### src/rtl/riscv_pkg.sv
// Shared fetch-side definitions: machine word width and the buffer entry layout.
package riscv_pkg;

    localparam int XLEN = 32;

    // One slot of the fetch buffer: where the word came from and the word itself.
    typedef struct packed {
        logic [XLEN-1:0] pc;
        logic [XLEN-1:0] pc_plus_4;
        logic [XLEN-1:0] instr;
        logic            filled;
    } fetch_entry_t;

endpackage

### src/rtl/fetch_buffer.sv
// In-order fetch buffer. Entries are allocated when a request is accepted,
// filled when its response returns, and popped by decode, all in order.
// Handshake: i_alloc, i_fill and i_pop are single-cycle strobes that the
// parent only raises when legal (space free, an unfilled entry exists,
// head entry filled respectively); i_flush wipes everything and wins.
module fetch_buffer
    import riscv_pkg::*;
#(
    parameter  int DEPTH = 2,
    localparam int PTR_W = $clog2(DEPTH),
    localparam int CNT_W = PTR_W + 1
) (
    input  logic              clk,
    input  logic              rst_n,
    input  logic              i_flush,
    input  logic              i_alloc,
    input  logic [XLEN-1:0]   i_alloc_pc,
    input  logic [XLEN-1:0]   i_alloc_pc4,
    input  logic              i_fill,
    input  logic [XLEN-1:0]   i_fill_instr,
    input  logic              i_pop,
    output fetch_entry_t      o_head,
    output logic              o_head_valid,
    output logic [CNT_W-1:0]  o_occ,
    output logic [CNT_W-1:0]  o_unfilled
);

    fetch_entry_t      r_mem [DEPTH];
    logic [PTR_W-1:0]  r_alloc_ptr;
    logic [PTR_W-1:0]  r_fill_ptr;
    logic [PTR_W-1:0]  r_head_ptr;
    logic [CNT_W-1:0]  r_occ;
    logic [CNT_W-1:0]  r_unfilled;

    // Allocate, fill and pop touch distinct slots, so all three may act in one cycle.
    always_ff @(posedge clk or negedge rst_n) begin
        if (!rst_n) begin
            for (int i = 0; i < DEPTH; i++) r_mem[i] <= '0;
            r_alloc_ptr <= '0;
            r_fill_ptr  <= '0;
            r_head_ptr  <= '0;
            r_occ       <= '0;
            r_unfilled  <= '0;
        end else if (i_flush) begin
            for (int i = 0; i < DEPTH; i++) r_mem[i] <= '0;
            r_alloc_ptr <= '0;
            r_fill_ptr  <= '0;
            r_head_ptr  <= '0;
            r_occ       <= '0;
            r_unfilled  <= '0;
        end else begin
            if (i_alloc) begin
                r_mem[r_alloc_ptr] <= '{pc: i_alloc_pc, pc_plus_4: i_alloc_pc4,
                                        instr: '0, filled: 1'b0};
                r_alloc_ptr <= r_alloc_ptr + PTR_W'(1);
            end
            if (i_fill) begin
                r_mem[r_fill_ptr].instr  <= i_fill_instr;
                r_mem[r_fill_ptr].filled <= 1'b1;
                r_fill_ptr <= r_fill_ptr + PTR_W'(1);
            end
            if (i_pop) begin
                r_mem[r_head_ptr].filled <= 1'b0;
                r_head_ptr <= r_head_ptr + PTR_W'(1);
            end
            r_occ      <= r_occ + CNT_W'(i_alloc) - CNT_W'(i_pop);
            r_unfilled <= r_unfilled + CNT_W'(i_alloc) - CNT_W'(i_fill);
        end
    end

    // Head slot is presented combinationally; it is only valid once filled.
    always_comb begin
        o_head       = r_mem[r_head_ptr];
        o_head_valid = r_mem[r_head_ptr].filled & (r_occ != '0);
        o_occ        = r_occ;
        o_unfilled   = r_unfilled;
    end

endmodule

### src/rtl/fetch_stage.sv
// Instruction fetch stage. Issues in-order fetches at pc, pairs each returned
// word with its pc in a small buffer and hands it to decode.
// Handshakes (valid/ready): a transfer happens in a cycle where both valid and
// ready are high; valid never depends on ready in the same direction, and
// imem responses carry no ready (the buffer always has room for them).
// pc_stall is low exactly in cycles where a fetch is accepted.
// A flush drops everything buffered and counts the wrong-path responses still
// in flight so they can be discarded as they return.
module fetch_stage #(
    parameter int XLEN  = 32,
    parameter int DEPTH = 2
) (
    input  logic            clk,
    input  logic            reset,
    input  logic [XLEN-1:0] pc,
    input  logic [XLEN-1:0] pc_plus_4,
    input  logic            flush,
    output logic            pc_stall,
    output logic            imem_req_valid,
    input  logic            imem_req_ready,
    output logic [XLEN-1:0] imem_req_addr,
    input  logic            imem_rsp_valid,
    input  logic [XLEN-1:0] imem_rsp_data,
    output logic            if_id_valid,
    input  logic            if_id_ready,
    output logic [XLEN-1:0] if_id_instr,
    output logic [XLEN-1:0] if_id_pc,
    output logic [XLEN-1:0] if_id_pc_plus_4
);

    import riscv_pkg::*;

    localparam int CNT_W  = $clog2(DEPTH) + 1;
    // Wrong-path drops can stack across back-to-back flushes; leave headroom.
    localparam int DROP_W = CNT_W + 4;

    fetch_entry_t       w_head;
    logic               w_head_valid;
    logic [CNT_W-1:0]   w_occ;
    logic [CNT_W-1:0]   w_unfilled;
    logic               w_not_full;
    logic               w_accept;
    logic               w_drop_active;
    logic               w_rsp_owned;
    logic               w_fill;
    logic               w_pop;

    logic               r_run;
    logic [DROP_W-1:0]  r_drop_cnt;

    // Request, fill and pop qualification; flush suppresses all of them.
    always_comb begin
        w_not_full     = (w_occ != CNT_W'(DEPTH));
        imem_req_valid = r_run & ~flush & w_not_full;
        imem_req_addr  = pc;
        w_accept       = imem_req_valid & imem_req_ready;
        pc_stall       = ~w_accept;
        w_drop_active  = (r_drop_cnt != '0);
        // A response not being dropped belongs to the oldest unfilled entry.
        w_rsp_owned    = imem_rsp_valid & ~w_drop_active & (w_unfilled != '0);
        w_fill         = w_rsp_owned & ~flush;
        w_pop          = w_head_valid & if_id_ready & ~flush;
        if_id_valid     = w_head_valid;
        if_id_instr     = w_head.instr;
        if_id_pc        = w_head.pc;
        if_id_pc_plus_4 = w_head.pc_plus_4;
    end

    // Run flag: hold off fetching for the first edge after reset release.
    always_ff @(posedge clk or negedge reset) begin
        if (!reset) r_run <= 1'b0;
        else        r_run <= 1'b1;
    end

    // Drop counter: on flush, everything still in flight becomes wrong-path.
    always_ff @(posedge clk or negedge reset) begin
        if (!reset) begin
            r_drop_cnt <= '0;
        end else if (flush) begin
            r_drop_cnt <= DROP_W'(w_unfilled) - DROP_W'(w_rsp_owned)
                        + (w_drop_active ? r_drop_cnt - DROP_W'(imem_rsp_valid) : '0);
        end else if (imem_rsp_valid && w_drop_active) begin
            r_drop_cnt <= r_drop_cnt - DROP_W'(1);
        end
    end

    fetch_buffer #(.DEPTH(DEPTH)) u_buf (
        .clk          (clk),
        .rst_n        (reset),
        .i_flush      (flush),
        .i_alloc      (w_accept),
        .i_alloc_pc   (pc),
        .i_alloc_pc4  (pc_plus_4),
        .i_fill       (w_fill),
        .i_fill_instr (imem_rsp_data),
        .i_pop        (w_pop),
        .o_head       (w_head),
        .o_head_valid (w_head_valid),
        .o_occ        (w_occ),
        .o_unfilled   (w_unfilled)
    );

    // A response with nothing outstanding is a memory protocol violation.
    a_rsp_has_owner: assert property (@(posedge clk) disable iff (!reset)
        imem_rsp_valid |-> (w_drop_active || (w_unfilled != '0)));

endmodule

### config.mk
export PLATFORM = sky130hd
export DESIGN_NAME = fetch_stage
export DESIGN_NICKNAME = d
export VERILOG_FILES = /design/src/rtl/riscv_pkg.sv /design/src/rtl/fetch_buffer.sv /design/src/rtl/fetch_stage.sv
export SDC_FILE = /design/constraint.sdc
export NUM_CORES = 1
export LEC_CHECK = 0
export CAP_MARGIN = 20
export CELL_PAD_IN_SITES_DETAIL_PLACEMENT = 0
export CELL_PAD_IN_SITES_GLOBAL_PLACEMENT = 1
export CORE_MARGIN = 3
export CORE_UTILIZATION = 41
export CTS_CLUSTER_DIAMETER = 120
export DETAILED_ROUTE_END_ITERATION = 10
export PLACE_DENSITY = 0.88
export SYNTH_ARGS = -nofsm -noshare
export SYNTH_HDL_FRONTEND = slang
export SYNTH_HIERARCHICAL = 1
export SYNTH_SLANG_ARGS = --single-unit
### constraint.sdc
create_clock -name clk -period 6.9 [get_ports clk]
set_input_delay 1.725 -clock clk [delete_from_list [all_inputs] [get_ports clk]]
set_output_delay 1.725 -clock clk [all_outputs]
set_load 0.02 [all_outputs]
Yosys cells after proc, flatten, opt, wreduce, memory -nomap -nowiden
Index checks and enable logic that the tools add are counted.
Storage, ports and cells
  logic and storage cells: 91
  bits of input ports: 102
  flip-flop bits (word level): 208
Operators by class
  mux-type cells: 32
  add/subtract/negate cells: 11
  equal/unequal tests: 1
  bitwise operators: 15
  order comparisons: 6
  reduce and logical (&&, ||, !) cells: 11
Operators by type and width (number)
  $mux W194: 6
  $bwmux W194: 4
  $demux W97 S1: 4
  $mux W97: 4
  $mux W33: 1
  $mux W6: 3
  $reduce_bool A2 Y1: 6
  $and A1 B1 Y1: 9
  $mux W1: 8
  $add A6 B6 Y6: 1
  $ge A2 B2 Y1 const B: 3
  $lt A2 B1 Y1 const B: 3
  $not A1 Y2: 3
  $reduce_bool A6 Y1: 1
  $sub A6 B1 Y6: 1
  $sub A6 B1 Y6 const B: 1
  $add A2 B1 Y2: 2
  $logic_and A1 B1 Y1: 4
  $mux W2: 2
  $sub A2 B1 Y2: 2
  $add A1 B1 Y1 const B: 3
  $not A1 Y1: 3
  $sub A2 B1 Y3: 1
  $ne A2 B2 Y1 const B: 1

Depth between registers and ports, before layout
Gate-level depths: netlist of run 1.
  word-level depth: 15
  gate-level depth with buffers: 15

Cells and area by module
The synthesis of run 1 kept the hierarchy.
Modules (own cells, without submodules)
  fetch_buffer: seq. area each 5029.8 µm², area an instance 9336.5 µm², cells each 993, times used 1
  fetch_stage: seq. area each 175.2 µm², area an instance 1034.7 µm², cells each 129, times used 1

Worst setup path after synthesis of run 1
Ideal clock, no wire load.
  path kind: input port to output port
  start point: input flush
  end point: output pc_stall
  arrival: 2.618 ns
  path buffers: 0
  required time: 5.175 ns
  stages: 2
  path slack: 2.557 ns
  cells stage by stage: nor3b_1 -> nand2_1
On the way
  cells in the longest elaborated chain, start to end: 5
RTL lines
  from (decl): line fetch_stage.sv:17  | input logic flush,
  $not A1 Y1: line fetch_stage.sv:54  | imem_req_valid = r_run & ~flush & w_not_full;
  $and A1 B1 Y1 (2 in a row): line fetch_stage.sv:54
  $and A1 B1 Y1: line fetch_stage.sv:56  | w_accept = imem_req_valid & imem_req_ready;
  $not A1 Y1: line fetch_stage.sv:57  | pc_stall = ~w_accept;
  to (decl): line fetch_stage.sv:18  | output logic pc_stall,
No other way between the ends.

Worst setup path after layout of run 1
Same ends and word-level chain as after synthesis.

==> summary.txt, run 1 <==
Status
  • Status: completed

Detailed routing
  • Antenna viol nets, final: 0
  • Vias/cell: 5.17
  • Routed wire length per instance: 17.0 um
  • Met2 wire length: 12500 um
  • Vias: 8348
  • Initial DRC Count: 656
  • DRC Markers: 0
  • Max layer used: met4
  • Routed length on met3: 2590 um
  • WL final: 27500 um
  • Pre-antenna DRT Iters: 5
  • Post-Route M1 WL: 11900 um

Floorplan
  • Core box area: 24600 sq um
  • Die Ht: 165 um
  • Die width: 165 um
  • Num rows: 57
  • # IOs: 233
  • Die area: 27200 sq um
  • Initial Util: 0.422

Global routing
  • Vias in the first global route: 8516
  • Pin count of the biggest net entering global routing: 119
  • Total gr overflow: 0
  • First-pass GRT wire length: 44200 um
  • Total track usage: 0.200
  • Antenna violations before repair: 0

Timing
  • Final WS setup: 1960 ps
  • Slew Viols, Final: 0
  • RSZ-0062 raised after global routing: false
  • Worst-Margin Slew: 1110 ps
  • Hold Violations, Final: 0
  • Setup TNS: 0 ps
  • Maximum clock rate: 203 MHz
  • Max-slew headroom: 0.262
  • Setup Skew: 6.09 ps
  • Fin crit period: 4940 ps
  • Number of setup violations in the final report: 0
  • Final period util: 0.716
  • Min Hold Slack: 516 ps

Power and ir drop
  • Gate power share: 0.147
  • Pwr per Cell Area: 228 nW/um^2
  • Switching Share: 0.259
  • Power share of the sequential group: 0.420
  • Worst VDD drop: 0.210 mV
  • Cell Int Power: 2.27 mW
  • Clock Power Share: 0.433
  • LEAKAGE: 5.56 nW
  • NetSw: 795 uW
  • Power Total: 3.07 mW

Final layout
  • Area Growth Syn to Fin: 29.4%
  • Filler instances: 2222
  • Ant diodes: 0
  • Finished Core Util: 0.546
  • Share of layout cells above drive strength 1: 0.142
  • Most frequent cells in the layout: nand2_1 (329), clkdlybuf4s50_1 (230), dfrtp_1 (207)
  • Most common cell after layout, fill and taps aside: nand2_1
  • Layout Nets: 1393

Logic synthesis
  • Synth unique cells: 39
  • Net Count, Synth: 1240
  • Syn_area_per_cell: 9.24 sq um
  • Syn Inst Count: 1122
  • Sequential share of the synthesized area: 0.502
  • Synth warnings: 6
  • Seq cells post-synth: 208
  • Synth Cell Area: 10400 sq um

Clock network
  • H-tree depth: 1
  • CTS Sinks: 208
  • Worst-skew pair later-pin latency: 510 ps
  • # hold bufs at CTS: 0
  • CTS buffer count: 24
  • Post-cts resize count: 0
  • Clock Pin Slew Worst Setup and Hold Paths: 60 ps
  • Post-CTS Setup Inserts: 0
  • Bufs on Longest Clock Path: 3
  • Root buffer cell: clkbuf_16
  • CTS tree: done

Place
  • Placer Congestion: 0.760
  • Worst slack at placement: 1950 ps
  • Detailed placement HPWL: 16500 um
  • Buffers added on ports: 232

Worst setup path
  • Worst Path Arrival: 3210 ps
  • Crit path kind: in2out
  • WP data required: 5180 ps
  • Worst setup EP type: output pin
  • Worst Setup Start Kind: input port
  • Crit Path Max Fanout: 99

Run
  • Number of max-cap violations: 0

Min path
  • Worst min path class: reg2reg
==> through the flow <==
step	cells	area, sq um
floorplan	1122	10400
global placement	1572	12600
detailed placement	1572	12600
CTS	1615	13400
global route	1616	13400
finish	1616	13400
==> final timing paths <==
path | startpoint | endpoint | slack [ps] | cells after the start
min in group asynchronous | reset | r_drop_cnt[5] | 1260 | 1
min reg2reg | u_buf/r_mem[94] | u_buf/r_mem[94] | 520 | 2
max reg2reg | r_drop_cnt[3] | r_drop_cnt[5] | 3900 | 12
min | u_buf/r_mem[94] | u_buf/r_mem[94] | 520 | 2
max in group asynchronous | reset | u_buf/r_mem[136] | 4540 | 2
max | flush | pc_stall | 1960 | 4
==> power groups by stage <==
| stage | sequential [mW] | combinational [mW] | clock (mW) |
|---|---|---|---|
| 2_1_floorplan | 1.30 | 0.279 | 0 |
| 3_3_place_gp | 1.31 | 0.450 | 0 |
| 3_5_place_dp | 1.31 | 0.454 | 0 |
| 4_1_cts | 1.29 | 0.457 | 1.36 |
| 5_1_grt | 1.29 | 0.502 | 1.41 |
| 6_report | 1.29 | 0.451 | 1.33 |
==> synthesized netlist by cell type <==
cell type	count	area share
a21oi_2	20	0.017
nor4_1	1	0.00060
nand2b_1	6	0.0036
o22ai_1	1	0.00060
o21a_1	1	0.00072
nor3b_1	1	0.00072
a21oi_1	180	0.087
nand3_1	65	0.031
nand2_1	330	0.12
clkbuf_1	22	0.0080
o21ai_2	1	0.00084
or3_4	1	0.0011
a31oi_1	1	0.00060
buf_4	40	0.029
inv_1	14	0.0051
o21bai_1	1	0.00072
nor2_1	15	0.0054
nor2b_1	6	0.0036
conb_1	1	0.00036
fa_1	1	0.0019
a21o_1	2	0.0014
dfrtp_1	208	0.50
ha_1	15	0.018
xnor2_1	8	0.0068
nand4_2	1	0.0012
buf_1	6	0.0022
buf_6	3	0.0033
and3_1	1	0.00060
or2_4	1	0.00084
mux2_2	97	0.11
o21ai_0	3	0.0014
buf_2	45	0.022
mux2i_1	2	0.0019
nor3_1	3	0.0014
nor4b_2	1	0.0014
o21ai_1	3	0.0014
a211oi_1	5	0.0036
and2_1	2	0.0012
xor2_1	8	0.0068
==> worst max-delay path, stage by stage <==
cell and delay, ps:
buf_6 560, nor3b_1 160, nand2_1 130, clkdlybuf4s50_1 600
==> cell families after synthesis <==
kind of cell / Yosys count / synth area share
multiplexers: 99 / 0.107
flip-flops: 208 / 0.502
AO/OA/AOI/OAI: 218 / 0.115
XOR/XNOR: 16 / 0.0135
adder cells (fa/ha/maj): 16 / 0.0200
buffers and inverters: 130 / 0.0691
AND/OR/NAND/NOR: 434 / 0.173
other: 1 / 0.000362
==> area by class of cell <==
type / instances / area, sq um / area share
clock buffers: 31 / 688 / 0.0513
clock inverters: 12 / 143 / 0.0106
inverters: 14 / 52.6 / 0.00391
multi-input cells: 784 / 4480 / 0.334
flip-flops and latches: 208 / 5210 / 0.388
well taps: 324 / 405 / 0.0302
repair buffers: 243 / 2440 / 0.182
==> routing by layer <==
metal / track usage / up-vias
li1: - / 4010
met1: 0.264 / 4059
met2: 0.322 / 248
met3: 0.0680 / 31
met4: 0.0396 / 0
met5: 0 / -
==> sequential cells by signal, indices dropped and copies added (netlist names) <==
register	flops
u_buf/r_head_ptr	1
r_run	1
u_buf/o_unfilled	2
u_buf/r_fill_ptr	1
u_buf/o_occ	2
u_buf/r_alloc_ptr	1
r_drop_cnt	6
u_buf/r_mem	194
Note: power is estimated with default switching activity, not from simulation.
==> run 2, diff against run 1 <==
- CORE_UTILIZATION: 41 -> 38
- PLACE_DENSITY: 0.88 -> 0.83
- clock period: 6.9 -> 5.1 ns (I/O delays scaled with it)
==> run 2 against run 1 <==
Net effect: wire length is 2.6% higher; critical path depth is 1 lower; first-iteration DRC count decreased by 6.1%; register-to-register slack got worse by 1800 ps; worst setup slack worse by 690 ps; cell count grew 1.1%; via count shrank 0.17%; clock power up 32%.
==> summary.txt, run 2 (synthesis results as in run 1) <==
Clock network
  • # hold bufs at CTS: 0 (unchanged)
  • H-tree depth: 1 (unchanged)
  • CTS buffer count: 25 (was 24)
  • Bufs on Longest Clock Path: 3 (unchanged)
  • CTS tree: done (unchanged)
  • Worst-skew pair later-pin latency: 510 ps (about the same)
  • Root buffer cell: clkbuf_16 (unchanged)
  • Clock Pin Slew Worst Setup and Hold Paths: 60 ps (about the same)
  • CTS Sinks: 208 (unchanged)
  • Post-CTS Setup Inserts: 0 (unchanged)
  • Post-cts resize count: 0 (unchanged)

Detailed routing
  • Pre-antenna DRT Iters: 5 (unchanged)
  • Routed wire length per instance: 17.2 um (was 17.0 um)
  • Initial DRC Count: 616 (was 656)
  • Vias: 8334 (was 8348)
  • WL final: 28200 um (was 27500 um)
  • Antenna viol nets, final: 0 (unchanged)
  • Vias/cell: 5.10 (was 5.17)
  • DRC Markers: 0 (unchanged)

Floorplan
  • Num rows: 59 (was 57)
  • Die area: 29300 sq um (was 27200 sq um)
  • Die Ht: 171 um (was 165 um)
  • # IOs: 233 (unchanged)
  • Die width: 171 um (was 165 um)
  • Initial Util: 0.392 (was 0.422)
  • Core box area: 26400 sq um (was 24600 sq um)

Place
  • Buffers added on ports: 232 (unchanged)
  • Detailed placement HPWL: 17200 um (was 16500 um)
  • Worst slack at placement: 1230 ps (was 1950 ps)
  • Placer Congestion: 0.777 (was 0.760)

Timing
  • Final WS setup: 1270 ps (was 1960 ps)
  • Number of setup violations in the final report: 0 (unchanged)
  • Maximum clock rate: 261 MHz
  • Max-slew headroom: 0.237 (was 0.262)
  • Setup Skew: 15.5 ps (was 6.09 ps)
  • Slew Viols, Final: 0 (unchanged)
  • Setup TNS: 0 ps (unchanged)
  • Final period util: 0.751
  • Fin crit period: 3830 ps
  • Hold Violations, Final: 0 (unchanged)
  • RSZ-0062 raised after global routing: false (unchanged)
  • Worst-Margin Slew: 1140 ps (was 1110 ps)

Final layout
  • Layout Nets: 1402 (was 1393)
  • Filler instances: 2488 (was 2222)
  • Finished Core Util: 0.510 (was 0.546)
  • Most common cell after layout, fill and taps aside: nand2_1 (unchanged)
  • Ant diodes: 0 (unchanged)
  • Most frequent cells in the layout: nand2_1 (329), clkdlybuf4s50_1 (230), dfrtp_1 (207) (unchanged)
  • Largest register by flop count: u_buf/r_mem (unchanged)
  • Top Registers: u_buf/r_mem (194), r_drop_cnt (6) (unchanged)
  • Share of layout cells above drive strength 1: 0.142 (about the same)
  • Area Growth Syn to Fin: 30.1% (was 29.4%)
  • Max reg flops: 194 (unchanged)

Global routing
  • Total track usage: 0.187 (was 0.200)
  • Pin count of the biggest net entering global routing: 107 (was 119)
  • Antenna violations before repair: 0 (unchanged)
  • Total gr overflow: 0 (unchanged)
  • Vias in the first global route: 8448 (was 8516)
  • First-pass GRT wire length: 44900 um (was 44200 um)

Worst setup path
  • WP buf/inv: 2 (unchanged)
  • Worst Setup Start Kind: flip-flop (was input port)
  • Worst setup EP type: output pin (unchanged)
  • Worst Path Arrival: 2550 ps (was 3210 ps)
  • WP data required: 3830 ps (was 5180 ps)
  • Cell family with the largest share of critical-path delay: buffers and inverters (unchanged)
  • Critical path, cell by cell: buf_4 > mux2_2 > clkdlybuf4s50_1 (was buf_6 > nor3b_1 > nand2_1 > clkdlybuf4s50_1)
  • Peak per-stage delay on the critical path: 560 ps (was 600 ps)
  • Crit path kind: reg2out (was in2out)
  • Crit Path Max Fanout: 37 (was 99)
  • Worst path slowest cell: clkdlybuf4s50_1 (unchanged)

Run
  • Number of max-cap violations: 0 (unchanged)

Min path
  • Worst min path class: reg2reg (unchanged)

Status
  • Status: completed (unchanged)

Power and ir drop
  • Pwr per Cell Area: 305 nW/um^2 (was 228 nW/um^2)
  • Worst VDD drop: 0.176 mV (was 0.210 mV)
  • Power Total: 4.11 mW (was 3.07 mW)
  • LEAKAGE: 5.60 nW (was 5.56 nW)
run 2: cell types whose count changed in the layout (fill, tap and decap cells not counted):
cell,previous run,this run
buf_12,1,4
buf_16,1,0
buf_4,9,15
bufinv_16,3,2
clkbuf_1,2,7
clkbuf_8,5,7
clkinv_2,6,0
clkinvlp_4,3,0
inv_6,0,2
nand2b_1,4,5
nand2b_2,1,0
nor2b_2,0,1
nor2b_4,2,1
run 2: layout make-up:
type / instances / area, sq um / area share
well taps: 335 / 419 / 0.0311
clock buffers: 38 / 734 / 0.0545
clock inverters: 4 / 77.6 / 0.00575
multi-input cells: 784 / 4480 / 0.332
inverters: 14 / 52.6 / 0.00390
flip-flops and latches: 208 / 5210 / 0.386
repair buffers: 251 / 2520 / 0.187
run 2: worst min-delay path, delay by kind of cell, from the launching register on:
family          cells  cell delay [ps]
flops               1              370
compound gates      1               50
simple gates        1               50
run 2: power by group:
group | internal (mW) | switching, mW | total [mW]
registers | 1.70 | 0.0465 | 1.74
logic | 0.279 | 0.344 | 0.623
clock network | 1.09 | 0.661 | 1.75
run 2: metal layers:
| layer | share of wire | global-route usage |
|---|---|---|
| met5 | 0 | 0 |
| met4 | 0.020 | 0.0448 |
| met3 | 0.076 | 0.0565 |
| met2 | 0.45 | 0.299 |
| met1 | 0.45 | 0.251 |
run 2: stage by stage:
stage               area, sq um  cells  hold WS [ps]
detailed placement        12700   1592           511
global placement          12700   1592           505
global route              13500   1634           536
floorplan                 10400   1122           497
finish                    13500   1634           516
CTS                       13500   1634           519
run 2: path summary, 6_finish.rpt:
kind | endpoint | startpoint | slack, ps | depth (start not counted)
worst max-delay path | if_id_pc[0] | u_buf/r_head_ptr | 1270 | 3
worst min-delay path | u_buf/r_mem[92] | u_buf/r_mem[92] | 520 | 2
worst max register to register | r_drop_cnt[5] | r_drop_cnt[1] | 2100 | 14
worst min register to register | u_buf/r_mem[92] | u_buf/r_mem[92] | 520 | 2
max in group asynchronous | u_buf/r_mem[43] | reset | 3260 | 2
min in group asynchronous | r_drop_cnt[3] | reset | 870 | 1
